`src/rtl/sram2rw_arbiter_pkg.sv`:
```
// rtl/sram2rw_arbiter_pkg.sv - shared constants, types and index helper for the 2RW SRAM arbiter
package sram_arb_pkg;

  localparam int ADDR_W = 4;
  localparam int DATA_W = 32;
  localparam int DEPTH  = 16;
  // Clear counter walks address pairs, so it needs one bit less than the address.
  localparam int CLR_W  = ADDR_W - 1;
  // Requester index width; covers up to 8 requesters.
  localparam int IDX_W  = 3;

  typedef enum logic {
    CLEAR = 1'b0,
    RUN   = 1'b1
  } state_e;

  // Registered with every read grant so the macro output is routed back next cycle.
  typedef struct packed {
    logic             valid;
    logic             port;   // 0 = macro port 1, 1 = macro port 2
    logic [IDX_W-1:0] idx;
  } port_tag_t;

  // Fold an index that is at most 2*n-1 back into 0..n-1.
  function automatic logic [IDX_W-1:0] idx_wrap(input logic [IDX_W:0] v,
                                                input logic [IDX_W:0] n);
    return (v >= n) ? IDX_W'(v - n) : IDX_W'(v);
  endfunction

endpackage

```
`src/rtl/sram2rw_arbiter_if.sv`:
```
// rtl/sram2rw_arbiter_if.sv - requester handshake and 2RW macro pin bundle
interface sram2rw_arbiter_if
  import sram_arb_pkg::*;
#(
  parameter int NUM_REQ = 4
);

  logic [NUM_REQ-1:0]        req_valid;
  logic [NUM_REQ-1:0]        req_ready;
  logic [NUM_REQ-1:0]        req_write;
  logic [NUM_REQ*ADDR_W-1:0] req_addr;
  logic [NUM_REQ*DATA_W-1:0] req_wdata;
  logic [NUM_REQ-1:0]        rsp_valid;
  logic [NUM_REQ*DATA_W-1:0] rsp_rdata;

  logic [ADDR_W-1:0]         sram_a1;
  logic [ADDR_W-1:0]         sram_a2;
  logic [DATA_W-1:0]         sram_i1;
  logic [DATA_W-1:0]         sram_i2;
  logic [DATA_W-1:0]         sram_o1;
  logic [DATA_W-1:0]         sram_o2;
  logic                      sram_csb1;
  logic                      sram_csb2;
  logic                      sram_oeb1;
  logic                      sram_oeb2;
  logic                      sram_web1;
  logic                      sram_web2;

  // Arbiter side: sees requests and macro outputs, drives grants, responses and macro pins.
  modport slave (
    input  req_valid, req_write, req_addr, req_wdata, sram_o1, sram_o2,
    output req_ready, rsp_valid, rsp_rdata,
    output sram_a1, sram_a2, sram_i1, sram_i2,
    output sram_csb1, sram_csb2, sram_oeb1, sram_oeb2, sram_web1, sram_web2
  );

  // Requester/macro side: the mirror image.
  modport master (
    output req_valid, req_write, req_addr, req_wdata, sram_o1, sram_o2,
    input  req_ready, rsp_valid, rsp_rdata,
    input  sram_a1, sram_a2, sram_i1, sram_i2,
    input  sram_csb1, sram_csb2, sram_oeb1, sram_oeb2, sram_web1, sram_web2
  );

endinterface

```
`src/rtl/sram2rw_arbiter_rr_pick2.sv`:
```
// rtl/sram2rw_arbiter_rr_pick2.sv - combinational round-robin picker returning the first two valid requesters
module rr_pick2
  import sram_arb_pkg::*;
#(
  parameter int NUM_REQ = 4
) (
  input  logic [NUM_REQ-1:0] valid_i,
  input  logic [IDX_W-1:0]   ptr_i,
  output logic [NUM_REQ-1:0] g1_o,
  output logic [NUM_REQ-1:0] g2_o,
  output logic [IDX_W-1:0]   g1_idx_o,
  output logic [IDX_W-1:0]   g2_idx_o,
  output logic               found1_o,
  output logic               found2_o
);

  localparam logic [IDX_W:0] NREQ = (IDX_W+1)'(NUM_REQ);

  // Scan from ptr_i upward with wrap; the first valid goes to port 1, the next to port 2.
  always_comb begin
    logic [IDX_W-1:0] idx;
    idx      = '0;
    found1_o = 1'b0;
    found2_o = 1'b0;
    g1_idx_o = '0;
    g2_idx_o = '0;
    for (int k = 0; k < NUM_REQ; k++) begin
      idx = idx_wrap({1'b0, ptr_i} + (IDX_W+1)'(k), NREQ);
      for (int i = 0; i < NUM_REQ; i++) begin
        if (idx == IDX_W'(i) && valid_i[i]) begin
          if (!found1_o) begin
            found1_o = 1'b1;
            g1_idx_o = idx;
          end else if (!found2_o) begin
            found2_o = 1'b1;
            g2_idx_o = idx;
          end
        end
      end
    end
  end

  // Expand the winning indices to one-hot vectors.
  always_comb begin
    g1_o = '0;
    g2_o = '0;
    for (int i = 0; i < NUM_REQ; i++) begin
      g1_o[i] = found1_o && (g1_idx_o == IDX_W'(i));
      g2_o[i] = found2_o && (g2_idx_o == IDX_W'(i));
    end
  end

endmodule

```
`src/rtl/sram2rw_arbiter.sv`:
```
// rtl/sram2rw_arbiter.sv - 2RW 16x32 SRAM arbiter with power-up clear; SRAM_ARB_STATS_EN adds grant/conflict counters
module sram2rw_arbiter
  import sram_arb_pkg::*;
#(
  parameter int NUM_REQ = 4
) (
  input  logic             clock,
  input  logic             reset,
  sram2rw_arbiter_if.slave bus,
  output logic             init_done
`ifdef SRAM_ARB_STATS_EN
  ,
  output logic [31:0]      stat_grants,
  output logic [31:0]      stat_conflicts
`endif
);

  localparam logic [IDX_W:0] NREQ = (IDX_W+1)'(NUM_REQ);

  state_e            state_q, state_d;
  logic [CLR_W-1:0]  clr_cnt_q, clr_cnt_d;
  logic [IDX_W-1:0]  rr_ptr_q, rr_ptr_d;
  port_tag_t         tag1_q, tag1_d;
  port_tag_t         tag2_q, tag2_d;
  logic [ADDR_W-1:0] a1_q, a2_q;
  logic [DATA_W-1:0] i1_q, i2_q;

  logic [NUM_REQ-1:0] g1_oh, g2_oh;
  logic [IDX_W-1:0]   g1_idx, g2_idx;
  logic               found1, found2;

  logic [ADDR_W-1:0]  addr1, addr2;
  logic [DATA_W-1:0]  wdata1, wdata2;
  logic               write1, write2;
  logic               run_active;
  logic               conflict;
  logic               grant1, grant2;

  rr_pick2 #(.NUM_REQ(NUM_REQ)) u_pick (
    .valid_i  (bus.req_valid),
    .ptr_i    (rr_ptr_q),
    .g1_o     (g1_oh),
    .g2_o     (g2_oh),
    .g1_idx_o (g1_idx),
    .g2_idx_o (g2_idx),
    .found1_o (found1),
    .found2_o (found2)
  );

  // Route the two candidates' request fields to their macro ports.
  always_comb begin
    addr1  = '0;
    addr2  = '0;
    wdata1 = '0;
    wdata2 = '0;
    write1 = 1'b0;
    write2 = 1'b0;
    for (int i = 0; i < NUM_REQ; i++) begin
      if (g1_oh[i]) begin
        addr1  = bus.req_addr[i*ADDR_W +: ADDR_W];
        wdata1 = bus.req_wdata[i*DATA_W +: DATA_W];
        write1 = bus.req_write[i];
      end
      if (g2_oh[i]) begin
        addr2  = bus.req_addr[i*ADDR_W +: ADDR_W];
        wdata2 = bus.req_wdata[i*DATA_W +: DATA_W];
        write2 = bus.req_write[i];
      end
    end
  end

  // Same address with any write on either port would race inside the macro, so port 2 backs off.
  assign run_active = (state_q == RUN) && !reset;
  assign conflict   = found1 && found2 && (addr1 == addr2) && (write1 || write2);
  assign grant1     = run_active && found1;
  assign grant2     = run_active && found2 && !conflict;
  assign init_done  = (state_q == RUN);

  // Next-state, macro pins, grants, response tags and pointer update.
  always_comb begin
    state_d       = state_q;
    clr_cnt_d     = clr_cnt_q;
    rr_ptr_d      = rr_ptr_q;
    tag1_d        = '0;
    tag2_d        = '0;
    bus.req_ready = '0;
    bus.sram_csb1 = 1'b1;
    bus.sram_oeb1 = 1'b1;
    bus.sram_web1 = 1'b1;
    bus.sram_csb2 = 1'b1;
    bus.sram_oeb2 = 1'b1;
    bus.sram_web2 = 1'b1;
    bus.sram_a1   = a1_q;
    bus.sram_i1   = i1_q;
    bus.sram_a2   = a2_q;
    bus.sram_i2   = i2_q;
    if (!reset) begin
      unique case (state_q)
        CLEAR: begin
          bus.sram_csb1 = 1'b0;
          bus.sram_web1 = 1'b0;
          bus.sram_a1   = {clr_cnt_q, 1'b0};
          bus.sram_i1   = '0;
          bus.sram_csb2 = 1'b0;
          bus.sram_web2 = 1'b0;
          bus.sram_a2   = {clr_cnt_q, 1'b1};
          bus.sram_i2   = '0;
          clr_cnt_d     = clr_cnt_q + CLR_W'(1);
          if (clr_cnt_q == CLR_W'(DEPTH/2 - 1)) begin
            state_d = RUN;
          end
        end
        RUN: begin
          if (grant1) begin
            bus.req_ready = bus.req_ready | g1_oh;
            bus.sram_csb1 = 1'b0;
            bus.sram_oeb1 = write1;
            bus.sram_web1 = !write1;
            bus.sram_a1   = addr1;
            bus.sram_i1   = wdata1;
            tag1_d.valid  = !write1;
            tag1_d.port   = 1'b0;
            tag1_d.idx    = g1_idx;
            rr_ptr_d      = idx_wrap({1'b0, g1_idx} + (IDX_W+1)'(1), NREQ);
          end
          if (grant2) begin
            bus.req_ready = bus.req_ready | g2_oh;
            bus.sram_csb2 = 1'b0;
            bus.sram_oeb2 = write2;
            bus.sram_web2 = !write2;
            bus.sram_a2   = addr2;
            bus.sram_i2   = wdata2;
            tag2_d.valid  = !write2;
            tag2_d.port   = 1'b1;
            tag2_d.idx    = g2_idx;
            rr_ptr_d      = idx_wrap({1'b0, g2_idx} + (IDX_W+1)'(1), NREQ);
          end
        end
        default: state_d = CLEAR;
      endcase
    end
  end

  // State, counters, tags and held address/data registers.
  always_ff @(posedge clock) begin
    if (reset) begin
      state_q   <= CLEAR;
      clr_cnt_q <= '0;
      rr_ptr_q  <= '0;
      tag1_q    <= '0;
      tag2_q    <= '0;
      a1_q      <= '0;
      a2_q      <= '0;
      i1_q      <= '0;
      i2_q      <= '0;
    end else begin
      state_q   <= state_d;
      clr_cnt_q <= clr_cnt_d;
      rr_ptr_q  <= rr_ptr_d;
      tag1_q    <= tag1_d;
      tag2_q    <= tag2_d;
      a1_q      <= bus.sram_a1;
      a2_q      <= bus.sram_a2;
      i1_q      <= bus.sram_i1;
      i2_q      <= bus.sram_i2;
    end
  end

  // Steer macro read data back to the requester recorded in last cycle's tags.
  always_comb begin
    bus.rsp_valid = '0;
    bus.rsp_rdata = '0;
    for (int i = 0; i < NUM_REQ; i++) begin
      if (!reset && tag1_q.valid && tag1_q.idx == IDX_W'(i)) begin
        bus.rsp_valid[i]                 = 1'b1;
        bus.rsp_rdata[i*DATA_W +: DATA_W] = tag1_q.port ? bus.sram_o2 : bus.sram_o1;
      end
      if (!reset && tag2_q.valid && tag2_q.idx == IDX_W'(i)) begin
        bus.rsp_valid[i]                 = 1'b1;
        bus.rsp_rdata[i*DATA_W +: DATA_W] = tag2_q.port ? bus.sram_o2 : bus.sram_o1;
      end
    end
  end

`ifdef SRAM_ARB_STATS_EN
  logic [31:0] stat_grants_q, stat_grants_d;
  logic [31:0] stat_conflicts_q, stat_conflicts_d;
  logic [1:0]  n_grants;
  logic [32:0] grants_sum;

  // Saturating counters of handshakes and conflict-withheld cycles.
  always_comb begin
    n_grants         = {1'b0, grant1} + {1'b0, grant2};
    grants_sum       = {1'b0, stat_grants_q} + 33'(n_grants);
    stat_grants_d    = grants_sum[32] ? '1 : grants_sum[31:0];
    stat_conflicts_d = stat_conflicts_q;
    if (run_active && conflict && (stat_conflicts_q != '1)) begin
      stat_conflicts_d = stat_conflicts_q + 32'd1;
    end
  end

  // Counter registers.
  always_ff @(posedge clock) begin
    if (reset) begin
      stat_grants_q    <= '0;
      stat_conflicts_q <= '0;
    end else begin
      stat_grants_q    <= stat_grants_d;
      stat_conflicts_q <= stat_conflicts_d;
    end
  end

  assign stat_grants    = stat_grants_q;
  assign stat_conflicts = stat_conflicts_q;
`endif

endmodule

```
`src/flat_wrapper.sv`:
```
// flat-port wrapper written by rule: the top's interface ports become plain ports
module sram2rw_arbiter_flat import sram_arb_pkg::*;
#(
  parameter int NUM_REQ = 4
)
  (clock, reset, init_done, bus_req_valid, bus_req_write, bus_req_addr, bus_req_wdata, bus_sram_o1, bus_sram_o2, bus_req_ready, bus_rsp_valid, bus_rsp_rdata, bus_sram_a1, bus_sram_a2, bus_sram_i1, bus_sram_i2, bus_sram_csb1, bus_sram_csb2, bus_sram_oeb1, bus_sram_oeb2, bus_sram_web1, bus_sram_web2);
  sram2rw_arbiter_if #(.NUM_REQ(NUM_REQ)) bus_i ();
  input  logic clock;
  input  logic reset;
  output logic init_done;
  input wire logic [$bits(bus_i.req_valid)-1:0] bus_req_valid;
  input wire logic [$bits(bus_i.req_write)-1:0] bus_req_write;
  input wire logic [$bits(bus_i.req_addr)-1:0] bus_req_addr;
  input wire logic [$bits(bus_i.req_wdata)-1:0] bus_req_wdata;
  input wire logic [$bits(bus_i.sram_o1)-1:0] bus_sram_o1;
  input wire logic [$bits(bus_i.sram_o2)-1:0] bus_sram_o2;
  output wire logic [$bits(bus_i.req_ready)-1:0] bus_req_ready;
  output wire logic [$bits(bus_i.rsp_valid)-1:0] bus_rsp_valid;
  output wire logic [$bits(bus_i.rsp_rdata)-1:0] bus_rsp_rdata;
  output wire logic [$bits(bus_i.sram_a1)-1:0] bus_sram_a1;
  output wire logic [$bits(bus_i.sram_a2)-1:0] bus_sram_a2;
  output wire logic [$bits(bus_i.sram_i1)-1:0] bus_sram_i1;
  output wire logic [$bits(bus_i.sram_i2)-1:0] bus_sram_i2;
  output wire logic [$bits(bus_i.sram_csb1)-1:0] bus_sram_csb1;
  output wire logic [$bits(bus_i.sram_csb2)-1:0] bus_sram_csb2;
  output wire logic [$bits(bus_i.sram_oeb1)-1:0] bus_sram_oeb1;
  output wire logic [$bits(bus_i.sram_oeb2)-1:0] bus_sram_oeb2;
  output wire logic [$bits(bus_i.sram_web1)-1:0] bus_sram_web1;
  output wire logic [$bits(bus_i.sram_web2)-1:0] bus_sram_web2;
  assign bus_i.req_valid = bus_req_valid;
  assign bus_i.req_write = bus_req_write;
  assign bus_i.req_addr = bus_req_addr;
  assign bus_i.req_wdata = bus_req_wdata;
  assign bus_i.sram_o1 = bus_sram_o1;
  assign bus_i.sram_o2 = bus_sram_o2;
  assign bus_req_ready = bus_i.req_ready;
  assign bus_rsp_valid = bus_i.rsp_valid;
  assign bus_rsp_rdata = bus_i.rsp_rdata;
  assign bus_sram_a1 = bus_i.sram_a1;
  assign bus_sram_a2 = bus_i.sram_a2;
  assign bus_sram_i1 = bus_i.sram_i1;
  assign bus_sram_i2 = bus_i.sram_i2;
  assign bus_sram_csb1 = bus_i.sram_csb1;
  assign bus_sram_csb2 = bus_i.sram_csb2;
  assign bus_sram_oeb1 = bus_i.sram_oeb1;
  assign bus_sram_oeb2 = bus_i.sram_oeb2;
  assign bus_sram_web1 = bus_i.sram_web1;
  assign bus_sram_web2 = bus_i.sram_web2;
  sram2rw_arbiter #(.NUM_REQ(NUM_REQ)) u_core (.clock(clock), .reset(reset), .bus(bus_i), .init_done(init_done));
endmodule
```
`config.mk`:
```
export PLATFORM = sky130hd
export DESIGN_NAME = sram2rw_arbiter_flat
export DESIGN_NICKNAME = d
export VERILOG_FILES = /design/src/rtl/sram2rw_arbiter_pkg.sv /design/src/rtl/sram2rw_arbiter_if.sv /design/src/rtl/sram2rw_arbiter_rr_pick2.sv /design/src/rtl/sram2rw_arbiter.sv /design/src/flat_wrapper.sv
export SDC_FILE = /design/constraint.sdc
export NUM_CORES = 1
export LEC_CHECK = 0
export ABC_CLOCK_PERIOD_IN_PS = 9900
export BUFFER_PORTS_ARGS = -buffer_cell sky130_fd_sc_hd__buf_2
export CAP_MARGIN = 20
export CELL_PAD_IN_SITES_DETAIL_PLACEMENT = 1
export CELL_PAD_IN_SITES_GLOBAL_PLACEMENT = 1
export CORE_MARGIN = 2
export CORE_UTILIZATION = 28
export DETAILED_ROUTE_END_ITERATION = 8
export GPL_ROUTABILITY_DRIVEN = 1
export PLACE_DENSITY_LB_ADDON = 0.15
export SETUP_SLACK_MARGIN = 0.4
export SLEW_MARGIN = 40
export SYNTH_ARGS = -nofsm -noshare
export SYNTH_HDL_FRONTEND = slang
export SYNTH_SLANG_ARGS = --single-unit
```
`constraint.sdc`:
```
create_clock -name clock -period 9.9 [get_ports clock]
set_clock_uncertainty 0.2 [all_clocks]
set_input_delay 0.99 -clock clock [delete_from_list [all_inputs] [get_ports clock]]
set_output_delay 0.99 -clock clock [all_outputs]
set_load 0.02 [all_outputs]
```
==> flow_summary_export.csv, run 1 <==
group,metric,value,unit
run_status,outcome,"finished, final reports clean",
pwr,finalPower,1.206,mW
clock_tree,postCtsHoldBufs,0,
drt,drtIter0Drc,709,
drt,drc,0,
synthesis,ys_warn_count,0,
synthesis,synthTopCellsByArea,"dfxtp_1, a22o_1, nand2_1, nor2_1, a21oi_1",
timing,hold_viol,0,
timing,layout_min_cycle_time,8.515,ns
setup_path,cp.required,8.71,ns
clock_tree,cts_setup_buffers,0,
floorplanning,core_area,32450,µm²
cells_and_area,layout.nets,1956,
clock_tree,cts_resized,0,
clock_tree,cts.sinks,88,
global_routing,grt_usage,28.59,%
setup_path,startpoint_type,"flip-flop",
synthesis,synth_ff_type,"dfxtp_1",
clock_tree,cts_buffer_depth,2,
synthesis,synth_nets,1613,
cells_and_area,fillCellCount,4220,
timing,timing.setup.tns,0,ns
global_routing,grt_pass1_wl,75180,µm
pwr,p_leak,5.751,nW
pwr,ir_drop,0.08688,mV
global_routing,antenna_found_initial,25,
floorplanning,die-area,34300,µm²
timing,slew_headroom,40.73,%
synthesis,synth_top_cell_area_share,19.16,%
setup_path,crit_path_end_kind,"output pin",
setup_path,worst-path-max-fanout,72,
synthesis,synthCells,1376,
clock_tree,insertion_delay,0.35,ns
timing,fin_crit_sh,86.01,%
drt,vias_per_cell,5.784,
synthesis,synth.distinct_cells,74,
run,max_cap_violations,0,
global_routing,grt_start_max_net_pins,73,
drt,first_pass_iters,5,
setup_path,arrival,7.32,ns
drt,wl,51480,µm
drt,routedWlPerCell,23.63,µm
clock_tree,htree_levels,3,
floorplanning,die_h,185.2,µm
synthesis,synth_top_cell_by_area,"dfxtp_1",
hold_path,hp-class,"flip-flop to flip-flop",
synthesis,syn_area,9194,µm²
cells_and_area,layout_common_cells,"buf_2, nand2_1, nor2_1, a22o_1, a21oi_1",
synthesis,synth_seq_area_share,19.16,%
timing,setup_viol,0,
floorplanning,rows,66,
pwr,power_density,99.13,nW/µm²
floorplanning,die_w,185.2,µm
timing,slew_viol_final,0,
clock_tree,cts_buffers,9,
drt,ant_nets,0,
floorplanning,initial_utilization,28.33,%
cells_and_area,drive_above_1_share,30.16,%
drt,num_vias,12600,
timing,rsz0062_at_grt,"false",
clock_tree,root_buffer,"clkbuf_16",
clock_tree,cts_tree,"yes",
setup_path,path_class,"flip-flop to output pin",
global_routing,grt_pass1_vias,12300,
placement,hpwlAfterDp,38520,µm
timing,fmax,117.4,MHz
synthesis,async_flop_share,0,%
synthesis,synth_seq_cells,88,
synthesis,syn_avg_cell_area,6.682,µm²
synthesis,synth_edf_count,0,
placement,port_buffers,432,
placement,gp_congestion,0.9160,
floorplanning,io_pins,433,
global_routing,grt-ovfl-total,0,
cells_and_area,final_common_cell,"buf_2",
cells_and_area,syn_to_final_growth,32.31,%
clock_tree,clkTransAtPathRegs,0.07,ns
timing,worst_slew_pin_slew,0.8890,ns
-- layout make-up --
class	instances	area, µm²	share of cell area (%)
clock inverter	7	77.57	0.6377
inverter	23	86.33	0.7097
clock buffer	9	225.2	1.851
antenna	13	32.53	0.2674
sequential	88	1762	14.48
tap	442	553.0	4.546
timing repair buffer	464	2474	20.34
multi-input combinational	1133	6954	57.17
-- synth_stat cells, types with 2 or more instances --
cell type / n
buf_2: 10
or4_1: 2
nand3b_1: 3
inv_1: 21
a31oi_1: 19
nor4_1: 25
o21ai_0: 88
o211ai_1: 28
and4_1: 2
a31oi_2: 2
and2_1: 13
nor3_1: 17
xnor2_1: 4
a21oi_1: 137
ha_1: 19
nand3_1: 11
a311oi_1: 3
nor2b_1: 4
and3_1: 7
a22oi_1: 9
a22o_1: 169
or3b_2: 2
nand2b_1: 2
mux2i_1: 26
or2_2: 3
a21o_1: 6
nand2_1: 197
o21ai_1: 5
nand4_1: 11
a41oi_1: 2
a222oi_1: 3
dfxtp_1: 88
o22ai_1: 7
a211oi_1: 26
o41ai_1: 2
o21a_1: 5
buf_1: 10
o211a_1: 10
or3_1: 4
o31a_1: 4
xor2_1: 3
nor2_1: 193
a221oi_1: 34
clkbuf_1: 110
-- worst paths after layout --
path | cells after the start | slack [ns] | start | to
hold reg to reg | 2 | 0.26 | u_core.i1_q[1] | u_core.i1_q[1]
hold / removal | 2 | 0.26 | u_core.i1_q[1] | u_core.i1_q[1]
setup reg to reg | 22 | 2.83 | u_core.rr_ptr_q[0] | u_core.i2_q[12]
setup / recovery | 23 | 1.39 | u_core.rr_ptr_q[0] | bus_sram_i2[28]
-- stage by stage --
stage	hold WS, ns	worst slack (ns)	cell area, µm²	instances	utilization (%)
4_1_cts	0.2618	1.292	12110	2166	37.31
5_1_grt	0.2792	0.8084	12150	2174	37.44
6_report	0.2608	1.385	12160	2179	37.48
3_3_place_gp	0.2424	1.862	11700	2144	36.06
2_1_floorplan	0.2366	2.850	9194	1376	-
3_5_place_dp	0.2501	1.610	11810	2150	36.38
-- power by group --
part	total, mW	internal (mW)	switching, mW
Clock	0.369	0.199	0.170
Sequential	0.361	0.357	0.00348
Combinational	0.476	0.162	0.314
Total	1.21	0.718	0.488
-- per-layer routing --
metal / global-route usage, % / vias up / share of wire, %
li1: - / 5856 / -
met1: 32.83 / 6155 / 40
met2: 50.50 / 469 / 48
met3: 7.098 / 102 / 7.1
met4: 11.71 / 22 / 4.0
met5: 0 / - / 0.28
-- cell families after synthesis --
group | Yosys count | synth area share, %
multiplexers | 27 | 2.953
adder cells (fa/ha/maj) | 19 | 2.586
XOR/XNOR | 7 | 0.6669
buffers and inverters | 155 | 6.587
AND/OR/NAND/NOR | 502 | 23.63
AO/OA/AOI/OAI | 578 | 44.42
flip-flops | 88 | 19.16
-- sequential cells by signal, indices dropped and copies added (netlist names) --
register	flops
u_core.rr_ptr_q	3
u_core.i1_q	32
u_core.i2_q	32
u_core.clr_cnt_q	3
u_core.tag1_q	4
u_core.tag2_q	5
u_core.a1_q	4
u_core.a2_q	4
u_core.init_done	1
-- worst max-delay path, cell delays in order (launching register included) --
cell and delay [ns]:
dfxtp_1 0.57, inv_1 0.19, ha_1 0.33, a222oi_1 0.74
o21ai_2 0.33, o21ai_0 0.49, a31oi_1 0.15, o22ai_1 0.30
a21boi_0 0.21, mux2_2 0.38, inv_1 0.11, ha_2 0.18
buf_4 0.58, a21oi_1 0.08, a21oi_1 0.15, nor2_1 0.05
a41oi_1 0.29, or3_1 0.15, a21oi_1 0.10, a21oi_4 0.56
nand2_4 0.15, inv_2 0.45, a22o_1 0.24, buf_2 0.16
(Power assumes the default switching activity.)
==> run 2, diff against run 1 <==
--- a/config.mk
+++ b/config.mk
@@ -10,10 +10,11 @@
 export CAP_MARGIN = 20
 export CELL_PAD_IN_SITES_DETAIL_PLACEMENT = 1
 export CELL_PAD_IN_SITES_GLOBAL_PLACEMENT = 1
-export CORE_MARGIN = 2
+export CORE_MARGIN = 3
 export CORE_UTILIZATION = 28
 export DETAILED_ROUTE_END_ITERATION = 8
 export GPL_ROUTABILITY_DRIVEN = 1
+export GPL_TIMING_DRIVEN = 0
 export PLACE_DENSITY_LB_ADDON = 0.15
 export SETUP_SLACK_MARGIN = 0.4
 export SLEW_MARGIN = 40
==> run 2 against run 1 <==
  * Clock power hardly changed
  * Flip-flop and latch count stayed put
  * Design area is 0.65% higher
  * First-iteration DRC count is 32% higher
  * Combinational power is 4% higher
  * Global-route usage is 2.2 points higher
  * Largest cell class unchanged
  * Maximum frequency is 5.0% lower
  * Via count is 5.5% higher
  * Count of clock-buffer cells in the layout stayed put
  * Highest routed layer unchanged
  * Non-clock buffer count is 99 higher
  * Critical endpoint is now bus_sram_i2[12]
  * Critical path depth is 1 higher
  * Register-to-register slack worse by 0.41 ns
==> flow_summary_export.csv, run 2 (synthesis gave the netlist of run 1 again) <==
group,metric,value,unit
cells_and_area,layout.nets,2055,
setup_path,crit_family,"buffers and inverters",
cells_and_area,final_common_cell,"buf_2",
placement,hpwlAfterDp,46340,µm
drt,first_pass_iters,5,
hold_path,hp-class,"flip-flop to flip-flop",
drt,routedWlPerCell,25.19,µm
clock_tree,htree_levels,3,
setup_path,startpoint_type,"flip-flop",
drt,num_vias,13290,
global_routing,antenna_found_initial,13,
cells_and_area,layout_common_cells,"buf_2, nand2_1, nor2_1, a22o_1, a21oi_1",
run_status,outcome,"finished, final reports clean",
timing,timing.setup.tns,0,ns
setup_path,path_class,"flip-flop to output pin",
floorplanning,io_pins,433,
timing,slew_headroom,45.19,%
global_routing,use_met1,35.53,%
drt,ant_nets,0,
clock_tree,insertion_delay,0.36,ns
global_routing,grt_usage,30.76,%
cells_and_area,reg_top3,"u_core.i1_q x32, u_core.i2_q x32, u_core.tag2_q x5",
floorplanning,core_area,31960,µm²
clock_tree,cts.sinks,88,
global_routing,met2_usage,55.85,%
cells_and_area,syn_to_final_growth,33.17,%
cells_and_area,drive_above_1_share,26.60,%
setup_path,crit_top_cell,"clkbuf_1",
global_routing,grt_pass1_vias,13560,
timing,hold_viol,0,
timing,rsz0062_at_grt,"false",
timing,fmax,111.6,MHz
timing,setup_viol,0,
global_routing,met3_usage,6.053,%
setup_path,cp.required,8.71,ns
cells_and_area,multi_input_area,6845,µm²
clock_tree,root_buffer,"clkbuf_16",
cells_and_area,fin_util,38.31,%
setup_path,slowest_stage,"a222oi_1",
pwr,p_leak,5.749,nW
drt,drtIter0Drc,938,
cells_and_area,regArea,1762,µm²
drt,drc,0,
pwr,ir_drop,0.08108,mV
timing,fin_crit_sh,90.52,%
clock_tree,cts_buffer_depth,2,
floorplanning,die-area,35050,µm²
floorplanning,rows,65,
floorplanning,die_w,187.2,µm
setup_path,cp_cell_sequence,"clkbuf_1 > inv_1 > ha_1 > clkbuf_1 > a222oi_1 > nand2_1 > nor3_1 > o31a_1 > o311ai_1 > nand3_1 > clkbuf_1 > inv_1 > ha_1 > clkbuf_1 > inv_1 > nand4_1 > nor2_1 > a311oi_1 > a21oi_2 > nand2_4 > inv_2 > clkbuf_1 > a22o_1 > buf_2",
run,max_cap_violations,0,
global_routing,grt_start_max_net_pins,19,
setup_path,crit_path_end_kind,"output pin",
setup_path,crit_buf_inv,10,
setup_path,rrSetupSlack,2.42,ns
clock_tree,cts_buffers,9,
pwr,power_density,99.99,nW/µm²
placement,dp.cells,2241,
timing,layout_setup_ws,0.9386,ns
global_routing,grt-ovfl-total,0,
drt,vias_per_cell,5.865,
global_routing,grt_pass1_wl,84550,µm
placement,pre_cts_ws,0.9857,ns
floorplanning,die_h,187.2,µm
timing,slew_viol_final,0,
setup_path,worst-path-max-fanout,10,
timing,layout_min_cycle_time,8.961,ns
timing,worst_slew_pin_slew,0.8213,ns
drt,wl,57090,µm
clock_tree,clkTransAtPathRegs,0.08,ns
clock_tree,postCtsHoldBufs,0,
cells_and_area,fin_cells,2266,
placement,gp_congestion,1.063,
global_routing,grt.busiest_layer,"met2",
setup_path,arrival,7.77,ns
placement,port_buffers,430,
setup_path,slowest_delay,0.61,ns
clock_tree,cts_tree,"yes",
floorplanning,initial_utilization,28.76,%
cells_and_area,fillCellCount,4280,
run 2: changes by cell type in the layout (fill, tap and decap cells not counted), sizes merged:
cell,change
inv,-1
clkinv,+2
clkbuf,+110
bufinv,-1
diode,-5
buf,-11
run 2: final cells by class:
| class | instances | share of cell area (%) |
|---|---|---|
| clock buffers | 9 | 1.840 |
| well taps | 435 | 4.446 |
| multi-input cells | 1133 | 55.91 |
| inverters | 23 | 0.7052 |
| plain buffers | 132 | 4.272 |
| flip-flops and latches | 88 | 14.39 |
| repair buffers | 431 | 17.64 |
| clock inverters | 7 | 0.6336 |
| diodes | 8 | 0.1635 |
run 2: worst paths after layout:
| kind | cells after the start | to | startpoint |
|---|---|---|---|
| min | 2 | u_core.i1_q[6] | u_core.i1_q[6] |
| max | 24 | bus_sram_i2[12] | u_core.rr_ptr_q[1] |
| min reg2reg | 2 | u_core.i1_q[6] | u_core.i1_q[6] |
| max reg2reg | 23 | u_core.i2_q[20] | u_core.rr_ptr_q[1] |
run 2: report_power, final:
part	internal, mW	total [mW]	leakage [nW]	switching [mW]
Clock	0.179	0.368	0.144	0.189
Sequential	0.357	0.360	0.710	0.00340
Combinational	0.161	0.495	4.89	0.335
Total	0.697	1.22	5.75	0.527
run 2: what timing repair did:
action	4_1_cts	5_1_grt
setup buffers	0	1
setup endpoints to repair	0	13
gates resized for setup	0	6
run 2: metal layers:
metal	share of wire [%]	up-vias	wire length, µm
li1	-	6048	-
met1	39	6487	22120
met2	50	626	28590
met3	7.2	116	4108
met4	3.8	14	2172
met5	0.18	-	101
run 2: tightest hold or removal path, stage by stage (launching register included):
cell and delay (ns):
dfxtp_1 0.32, nand2_1 0.05, a21oi_1 0.05
run 2: stage by stage:
step                cell area [µm²]  hold slack [ns]  power (mW)
global route                  12240           0.2799       1.286
floorplan                      9194           0.2366      0.6520
global placement              11890           0.2422      0.8459
CTS                           12200           0.2618       1.221
detailed placement            11900           0.2489      0.8546
finish                        12240           0.2615       1.224
